--- src/rtl/addsub_pkg.sv ---
// -----------------------------------------------------------------------------
// addsub_pkg
// Shared definitions for the digit-serial add/subtract unit:
//   state_t                 FSM encoding (ST_IDLE, ST_RUN, ST_DONE)
//   clog2()                 width helper for the digit counter
//   `ADDSUB_CHECK_PARAMS    elaboration-time legality check for N and K
// -----------------------------------------------------------------------------
`ifndef ADDSUB_PKG_SV
`define ADDSUB_PKG_SV

// Stops elaboration when the width/digit combination cannot be processed
// by a whole number of equal slices.
`define ADDSUB_CHECK_PARAMS(n_, k_) \
  if ((n_) < 2 || (k_) < 1 || (k_) > (n_) || ((n_) % (k_)) != 0) begin : g_bad_params \
    $error("addsub: illegal parameters N=%0d K=%0d", (n_), (k_)); \
  end

package addsub_pkg;

  typedef enum logic [1:0] {
    ST_IDLE = 2'd0,
    ST_RUN  = 2'd1,
    ST_DONE = 2'd2
  } state_t;

  // Smallest width w with 2**w >= value (0 for value <= 1).
  function automatic int clog2(input int value);
    int width;
    width = 0;
    while ((1 << width) < value) width++;
    return width;
  endfunction

endpackage

`endif

--- src/rtl/addsub_serial_if.sv ---
// -----------------------------------------------------------------------------
// addsub_serial_if
// Operation handshake and result bus of the serial add/subtract unit.
//   start, sub, a, b              : request side (driven by the master)
//   busy, done, result, bout,
//   ovf, zero                     : status/result side (driven by the unit)
// Modports: master (requester), slave (addsub_serial).
// -----------------------------------------------------------------------------
interface addsub_serial_if #(
  parameter int N = 8
);
  logic         start;
  logic         sub;
  logic [N-1:0] a;
  logic [N-1:0] b;
  logic         busy;
  logic         done;
  logic [N-1:0] result;
  logic         bout;
  logic         ovf;
  logic         zero;

  modport master (
    output start, sub, a, b,
    input  busy, done, result, bout, ovf, zero
  );

  modport slave (
    input  start, sub, a, b,
    output busy, done, result, bout, ovf, zero
  );
endinterface

--- src/rtl/addsub_digit.sv ---
// -----------------------------------------------------------------------------
// addsub_digit
// Combinational K-bit ripple adder slice, reused once per RUN cycle.
//   a, b   : K-bit digit operands
//   cin    : carry into bit 0
//   sum    : K-bit digit sum
//   cout   : carry out of bit K-1
//   c_msb  : carry into bit K-1 (with cout gives signed overflow)
// -----------------------------------------------------------------------------
module addsub_digit #(
  parameter int K = 2
) (
  input  logic [K-1:0] a,
  input  logic [K-1:0] b,
  input  logic         cin,
  output logic [K-1:0] sum,
  output logic         cout,
  output logic         c_msb
);

  logic [K:0] carry;

  // Ripple the carry through the slice; carry[i] is the carry into bit i.
  always_comb begin
    carry    = '0;
    sum      = '0;
    carry[0] = cin;
    for (int i = 0; i < K; i++) begin
      sum[i]       = a[i] ^ b[i] ^ carry[i];
      carry[i + 1] = (a[i] & b[i]) | (carry[i] & (a[i] ^ b[i]));
    end
  end

  assign cout  = carry[K];
  assign c_msb = carry[K-1];

endmodule

--- src/rtl/addsub_serial.sv ---
// -----------------------------------------------------------------------------
// addsub_serial
// Digit-serial add/subtract: an N-bit a+b or a-b is computed K bits per
// clock over N/K RUN cycles through one shared addsub_digit slice.
//   clk    : clock, rising edge
//   rst_n  : asynchronous active-low reset
//   bus    : addsub_serial_if.slave
//            start/sub/a/b sampled in IDLE or DONE; busy high in RUN;
//            done pulses one cycle with result, bout, ovf, zero valid.
// -----------------------------------------------------------------------------
module addsub_serial
  import addsub_pkg::*;
#(
  parameter int N = 8,
  parameter int K = 2
) (
  input  logic            clk,
  input  logic            rst_n,
  addsub_serial_if.slave  bus
);

  `ADDSUB_CHECK_PARAMS(N, K)

  localparam int DIGITS = N / K;
  localparam int CW     = (clog2(DIGITS) < 1) ? 1 : clog2(DIGITS);
  localparam logic [CW-1:0] LAST_DIGIT = CW'(DIGITS - 1);

  state_t        state;
  state_t        state_next;
  logic [N-1:0]  a_sh;
  logic [N-1:0]  b_sh;
  logic [N-1:0]  res_sh;
  logic [N-1:0]  res_next;
  logic [N-1:0]  sum_ext;
  logic          carry;
  logic          op;
  logic          bout_q;
  logic          ovf_q;
  logic          zero_q;
  logic [CW-1:0] cnt;
  logic [K-1:0]  slice_sum;
  logic          slice_cout;
  logic          slice_cmsb;
  logic          accept;
  logic          last;

  // A new request is only taken when no operation is in flight.
  assign accept = ((state == ST_IDLE) || (state == ST_DONE)) && bus.start;
  assign last   = (cnt == LAST_DIGIT);

  addsub_digit #(.K(K)) u_digit (
    .a     (a_sh[K-1:0]),
    .b     (b_sh[K-1:0]),
    .cin   (carry),
    .sum   (slice_sum),
    .cout  (slice_cout),
    .c_msb (slice_cmsb)
  );

  // Each new sum digit enters at the MSB end while older digits move down,
  // so after N/K digits the LSB digit has reached bit 0.
  always_comb begin
    sum_ext          = '0;
    sum_ext[K-1:0]   = slice_sum;
    res_next         = (res_sh >> K) | (sum_ext << (N - K));
  end

  // State register.
  always_ff @(posedge clk or negedge rst_n) begin
    if (!rst_n) state <= ST_IDLE;
    else        state <= state_next;
  end

  // Next-state logic: RUN ignores start, DONE can chain straight into RUN.
  always_comb begin
    state_next = state;
    case (state)
      ST_IDLE: state_next = bus.start ? ST_RUN : ST_IDLE;
      ST_RUN:  state_next = last ? ST_DONE : ST_RUN;
      ST_DONE: state_next = bus.start ? ST_RUN : ST_IDLE;
      default: state_next = ST_IDLE;
    endcase
  end

  // Datapath: subtraction is a + ~b + 1, so b is inverted and the carry
  // preset on accept. Flags are captured from the final digit only, so
  // they keep their values until the next accepted start.
  always_ff @(posedge clk or negedge rst_n) begin
    if (!rst_n) begin
      a_sh   <= '0;
      b_sh   <= '0;
      res_sh <= '0;
      carry  <= 1'b0;
      op     <= 1'b0;
      cnt    <= '0;
      bout_q <= 1'b0;
      ovf_q  <= 1'b0;
      zero_q <= 1'b0;
    end else if (accept) begin
      a_sh  <= bus.a;
      b_sh  <= bus.sub ? ~bus.b : bus.b;
      carry <= bus.sub;
      op    <= bus.sub;
      cnt   <= '0;
    end else if (state == ST_RUN) begin
      a_sh   <= a_sh >> K;
      b_sh   <= b_sh >> K;
      res_sh <= res_next;
      carry  <= slice_cout;
      cnt    <= cnt + CW'(1);
      if (last) begin
        bout_q <= op ? ~slice_cout : slice_cout;
        ovf_q  <= slice_cmsb ^ slice_cout;
        zero_q <= (res_next == '0);
      end
    end
  end

  // Outputs come straight from flops or the state register.
  always_comb begin
    bus.busy   = (state == ST_RUN);
    bus.done   = (state == ST_DONE);
    bus.result = res_sh;
    bus.bout   = bout_q;
    bus.ovf    = ovf_q;
    bus.zero   = zero_q;
  end

endmodule

--- src/flat_wrapper.sv ---
// flat-port wrapper written by rule: the top's interface ports become plain ports
module addsub_serial_flat import addsub_pkg::*;
#(
  parameter int N = 8,
  parameter int K = 2
)
  (clk, rst_n, bus_start, bus_sub, bus_a, bus_b, bus_busy, bus_done, bus_result, bus_bout, bus_ovf, bus_zero);
  addsub_serial_if #(.N(N)) bus_i ();
  input  logic clk;
  input  logic rst_n;
  input wire logic [$bits(bus_i.start)-1:0] bus_start;
  input wire logic [$bits(bus_i.sub)-1:0] bus_sub;
  input wire logic [$bits(bus_i.a)-1:0] bus_a;
  input wire logic [$bits(bus_i.b)-1:0] bus_b;
  output wire logic [$bits(bus_i.busy)-1:0] bus_busy;
  output wire logic [$bits(bus_i.done)-1:0] bus_done;
  output wire logic [$bits(bus_i.result)-1:0] bus_result;
  output wire logic [$bits(bus_i.bout)-1:0] bus_bout;
  output wire logic [$bits(bus_i.ovf)-1:0] bus_ovf;
  output wire logic [$bits(bus_i.zero)-1:0] bus_zero;
  assign bus_i.start = bus_start;
  assign bus_i.sub = bus_sub;
  assign bus_i.a = bus_a;
  assign bus_i.b = bus_b;
  assign bus_busy = bus_i.busy;
  assign bus_done = bus_i.done;
  assign bus_result = bus_i.result;
  assign bus_bout = bus_i.bout;
  assign bus_ovf = bus_i.ovf;
  assign bus_zero = bus_i.zero;
  addsub_serial #(.N(N), .K(K)) u_core (.clk(clk), .rst_n(rst_n), .bus(bus_i));
endmodule
--- config.mk ---
export PLATFORM = sky130hd
export DESIGN_NAME = addsub_serial_flat
export DESIGN_NICKNAME = d
export VERILOG_FILES = /design/src/rtl/addsub_pkg.sv /design/src/rtl/addsub_serial_if.sv /design/src/rtl/addsub_digit.sv /design/src/rtl/addsub_serial.sv /design/src/flat_wrapper.sv
export SDC_FILE = /design/constraint.sdc
export NUM_CORES = 1
export LEC_CHECK = 0
export CORE_AREA = 3 3 60 62
export DETAILED_ROUTE_END_ITERATION = 10
export DIE_AREA = 0 0 63 65
export MAX_ROUTING_LAYER = met4
export PLACE_DENSITY = 0.86
export SYNTH_ARGS = -nofsm -noshare
export SYNTH_HDL_FRONTEND = slang
export SYNTH_SLANG_ARGS = --single-unit
--- constraint.sdc ---
create_clock -name clk -period 3 [get_ports clk]
set_clock_uncertainty 0.15 [all_clocks]
set_input_delay 0.3 -clock clk [delete_from_list [all_inputs] [get_ports clk]]
set_output_delay 0.3 -clock clk [all_outputs]
set_load 0.005 [all_outputs]
==> results.txt <==
#FFs+latches synth - 33
cell-internal power - 1.24 mW
crit-path cells - nand2b_1, inv_8, clkdlybuf4s50_1
vias per cell - 5.12
Combinational Power Share - 48.6%
clock sink count - 33
worst path bufs/invs - 2
Routed WL - 3140 um
Worst Hold Class - input pin to asynchronous set/reset pin
family with the most delay on the worst path - buffers and inverters
num rows - 20
Avg Inst Size Synth - 10.1 um^2
maximum VDD drop - 0.500 mV
# port buffers - 32
largest area contributor in the netlist - dfrtp_1
vias in the first global route - 1216
Clk pwr share - 12.2%
CP max stage cell - clkdlybuf4s50_1
ys flop type - dfrtp_1
post-synth top area share - 49.0%
first-pass GRT wire length - 5280 um
CTS clock-pin slew for the worst setup and hold paths - 100 ps
Die H - 65 um
grt total ovfl - 0
CTS Root Cell - clkbuf_4
chip width - 63 um
GRT Util Overall - 17.2%
CTS tree - yes
worst reg2reg setup slack - 1080 ps
post_cts resized - 0
Post-route DRC - 0
CP Launch Type - register
register area share after synthesis - 49.0%
Fmax - 469 MHz
Hold Buf Count CTS - 0
Placed Cells - 229
DR WL/cell - 13.3 um
CP Capture Type - primary output
Worst slew margin - 28.4%
CTS Buffer Depth - 2
Worst R2R Path Depth - 5
initial antenna violation count - 0
fill cell count - 261
Final period util - 71.1%
Max Cap Viol - 0
outcome - completed
Final Max Tran Viols - 0
Post-Layout Inst Area - 2000 um^2
largest net degree at the start of global routing - 34
synthesized area - 1690 um^2
RD Place Congestion - 0.799
Placed Area - 1950 um^2
first-pass iteration count of the detailed router - 4
Sw Share - 39.2%
H-tree depth - 2
synthesis-to-finish area growth - 18.8%
distinct cell type count after synthesis - 29
post-route antenna net violation count - 0
Worst-Margin Slew - 1070 ps
# Post-CTS Setup Buffers - 0
total core area - 3080 um^2
RSZ-0062 raised after global routing - false
HPWL Detailed - 2260 um
crit path max fanout - 23
Num CTS Buffers - 5
asr flop ratio synth - 100%
crit path kind - register to primary output
net count after synthesis - 190
leakage - 0.889 nW
number of flops mapped to enable cells by yosys - 0
top cells by area, synth - dfrtp_1 (49%), nand2_1 (8.7%), a31oi_2 (8.2%), xor2_1 (4.7%), buf_4 (4.5%)
most common cell in the netlist - nand2_1
n_diodes - 0
IO Pins - 33
minimum clock period - 2130 ps
Initial Utilization - 54.8%
final worst slack - 867 ps
layout cells sized above 1 - 16.7%
PwrDens - 1020 nW/um^2
yosys warns - 0
setup_tns - 0 ps
Hold Slack - 217 ps
Worst Path Required - 2550 ps
total vias in the final route - 1209
Stages on worst setup path - 3
NetSw - 800 uW
Die ar. - 4100 um^2
Arr. time, crit path - 1680 ps
sequential share of power - 39.1%
Final #Nets - 215
Final Hold Vio Count - 0
worst stage delay on the critical path - 530 ps
cell count after synthesis - 167
endpoints failing setup - 0
top cells by count, synth - nand2_1 (39), dfrtp_1 (33), nor2_1 (13), a31oi_2 (11), nand2_2 (11)
clock insertion delay at the later pin of the skew report - 330 ps
non-filler cells, final - 236
pre-CTS setup slack - 808 ps
1st-iter DRT viols - 73
==> through the flow <==
step,total power [mW],utilization [%]
after global placement,1.76,63.3
after CTS,2.07,65.1
after global routing,2.21,65.1
after floorplan,1.60,-
after detailed placement,1.82,63.3
final,2.04,65.1
==> final timing paths <==
kind                                      startpoint              endpoint
worst max-delay path                 u_core.state[1]              bus_busy
worst min-delay path                           rst_n         u_core.cnt[1]
worst max register to register          u_core.carry        u_core.bus.ovf
worst min register to register  u_core.bus.result[0]  u_core.bus.result[0]
max in group asynchronous                      rst_n  u_core.bus.result[7]
min in group clk                u_core.bus.result[0]  u_core.bus.result[0]
==> cell usage in the layout (no fill, tap or decap) <==
cell and n:
xnor2_1 1, nand2b_1 2, xor2_1 9, ha_1 1, a221o_1 2, nand3_1 1
nand2_2 11, buf_4 2, clkbuf_8 1, nor2_1 13, fa_1 2, nand4_1 1
inv_1 6, nand3b_1 1, a31oi_2 11, nor3_1 1, nor4_1 1, nor2_2 1
dfrtp_1 33, clkdlybuf4s50_1 32, nand2_1 39, inv_8 1, nor2b_1 1, and2b_1 1
o21ai_0 6, o21ai_1 1, clkbuf_4 5, a21oi_1 1, clkbuf_1 1, a22o_1 4
==> cell type report <==
| type | instances | area, um^2 | area share (%) |
|---|---|---|---|
| multi-input combinational | 111 | 699 | 34.9 |
| sequential | 33 | 826 | 41.2 |
| timing repair buffer | 34 | 335 | 16.7 |
| inverter | 7 | 33.8 | 1.69 |
| clock buffer | 7 | 55.1 | 2.75 |
| tap | 44 | 55.1 | 2.75 |
==> kinds of logic (layout without fill, tap and decap cells) <==
kind of cell,count (synthesis),after routing,synth area share (%)
AOI/OAI and AO/OA,25,25,13.8
xor gates and xnor gates,10,10,5.19
adders and majority gates,3,3,3.12
buffers and inverters,23,48,9.57
DFF,33,33,49.0
and+or+nand+nor,73,73,19.4
==> worst reg2reg max path: cells and delay by family, from the launching register on <==
kind	cells	cell delay (ps)
flops	1	380
fa+ha+maj	2	910
xor+xnor	1	150
compound gates	1	170
buf+inv	1	70
==> registers in the layout, indices dropped and copies added (netlist names) <==
register and cells:
u_core.a_sh 8, u_core.b_sh 8, u_core.bus.result 8, u_core.cnt 2, u_core.state 2, u_core.bus.bout 1
u_core.bus.ovf 1, u_core.bus.zero 1, u_core.carry 1, u_core.op 1
==> routing by layer <==
layer | up-vias | wire length, um | track usage, % | part of all wire [%]
met4 | 0 | 64 | 5.79 | 2.0
li1 | 580 | - | - | -
met5 | - | 0 | - | 0
met2 | 41 | 1580 | 29.8 | 50
met3 | 7 | 180 | 5.72 | 5.7
met1 | 581 | 1310 | 18.5 | 42
==> power by group through the flow <==
stage / registers, mW / logic (mW) / clock network, mW
after detailed placement: 0.810 / 1.01 / 0
final: 0.799 / 0.992 / 0.250
after CTS: 0.803 / 1.01 / 0.258
after global routing: 0.828 / 1.10 / 0.280
after global placement: 0.793 / 0.962 / 0
after floorplan: 0.776 / 0.827 / 0
Power figures use the tool's default switching activity.
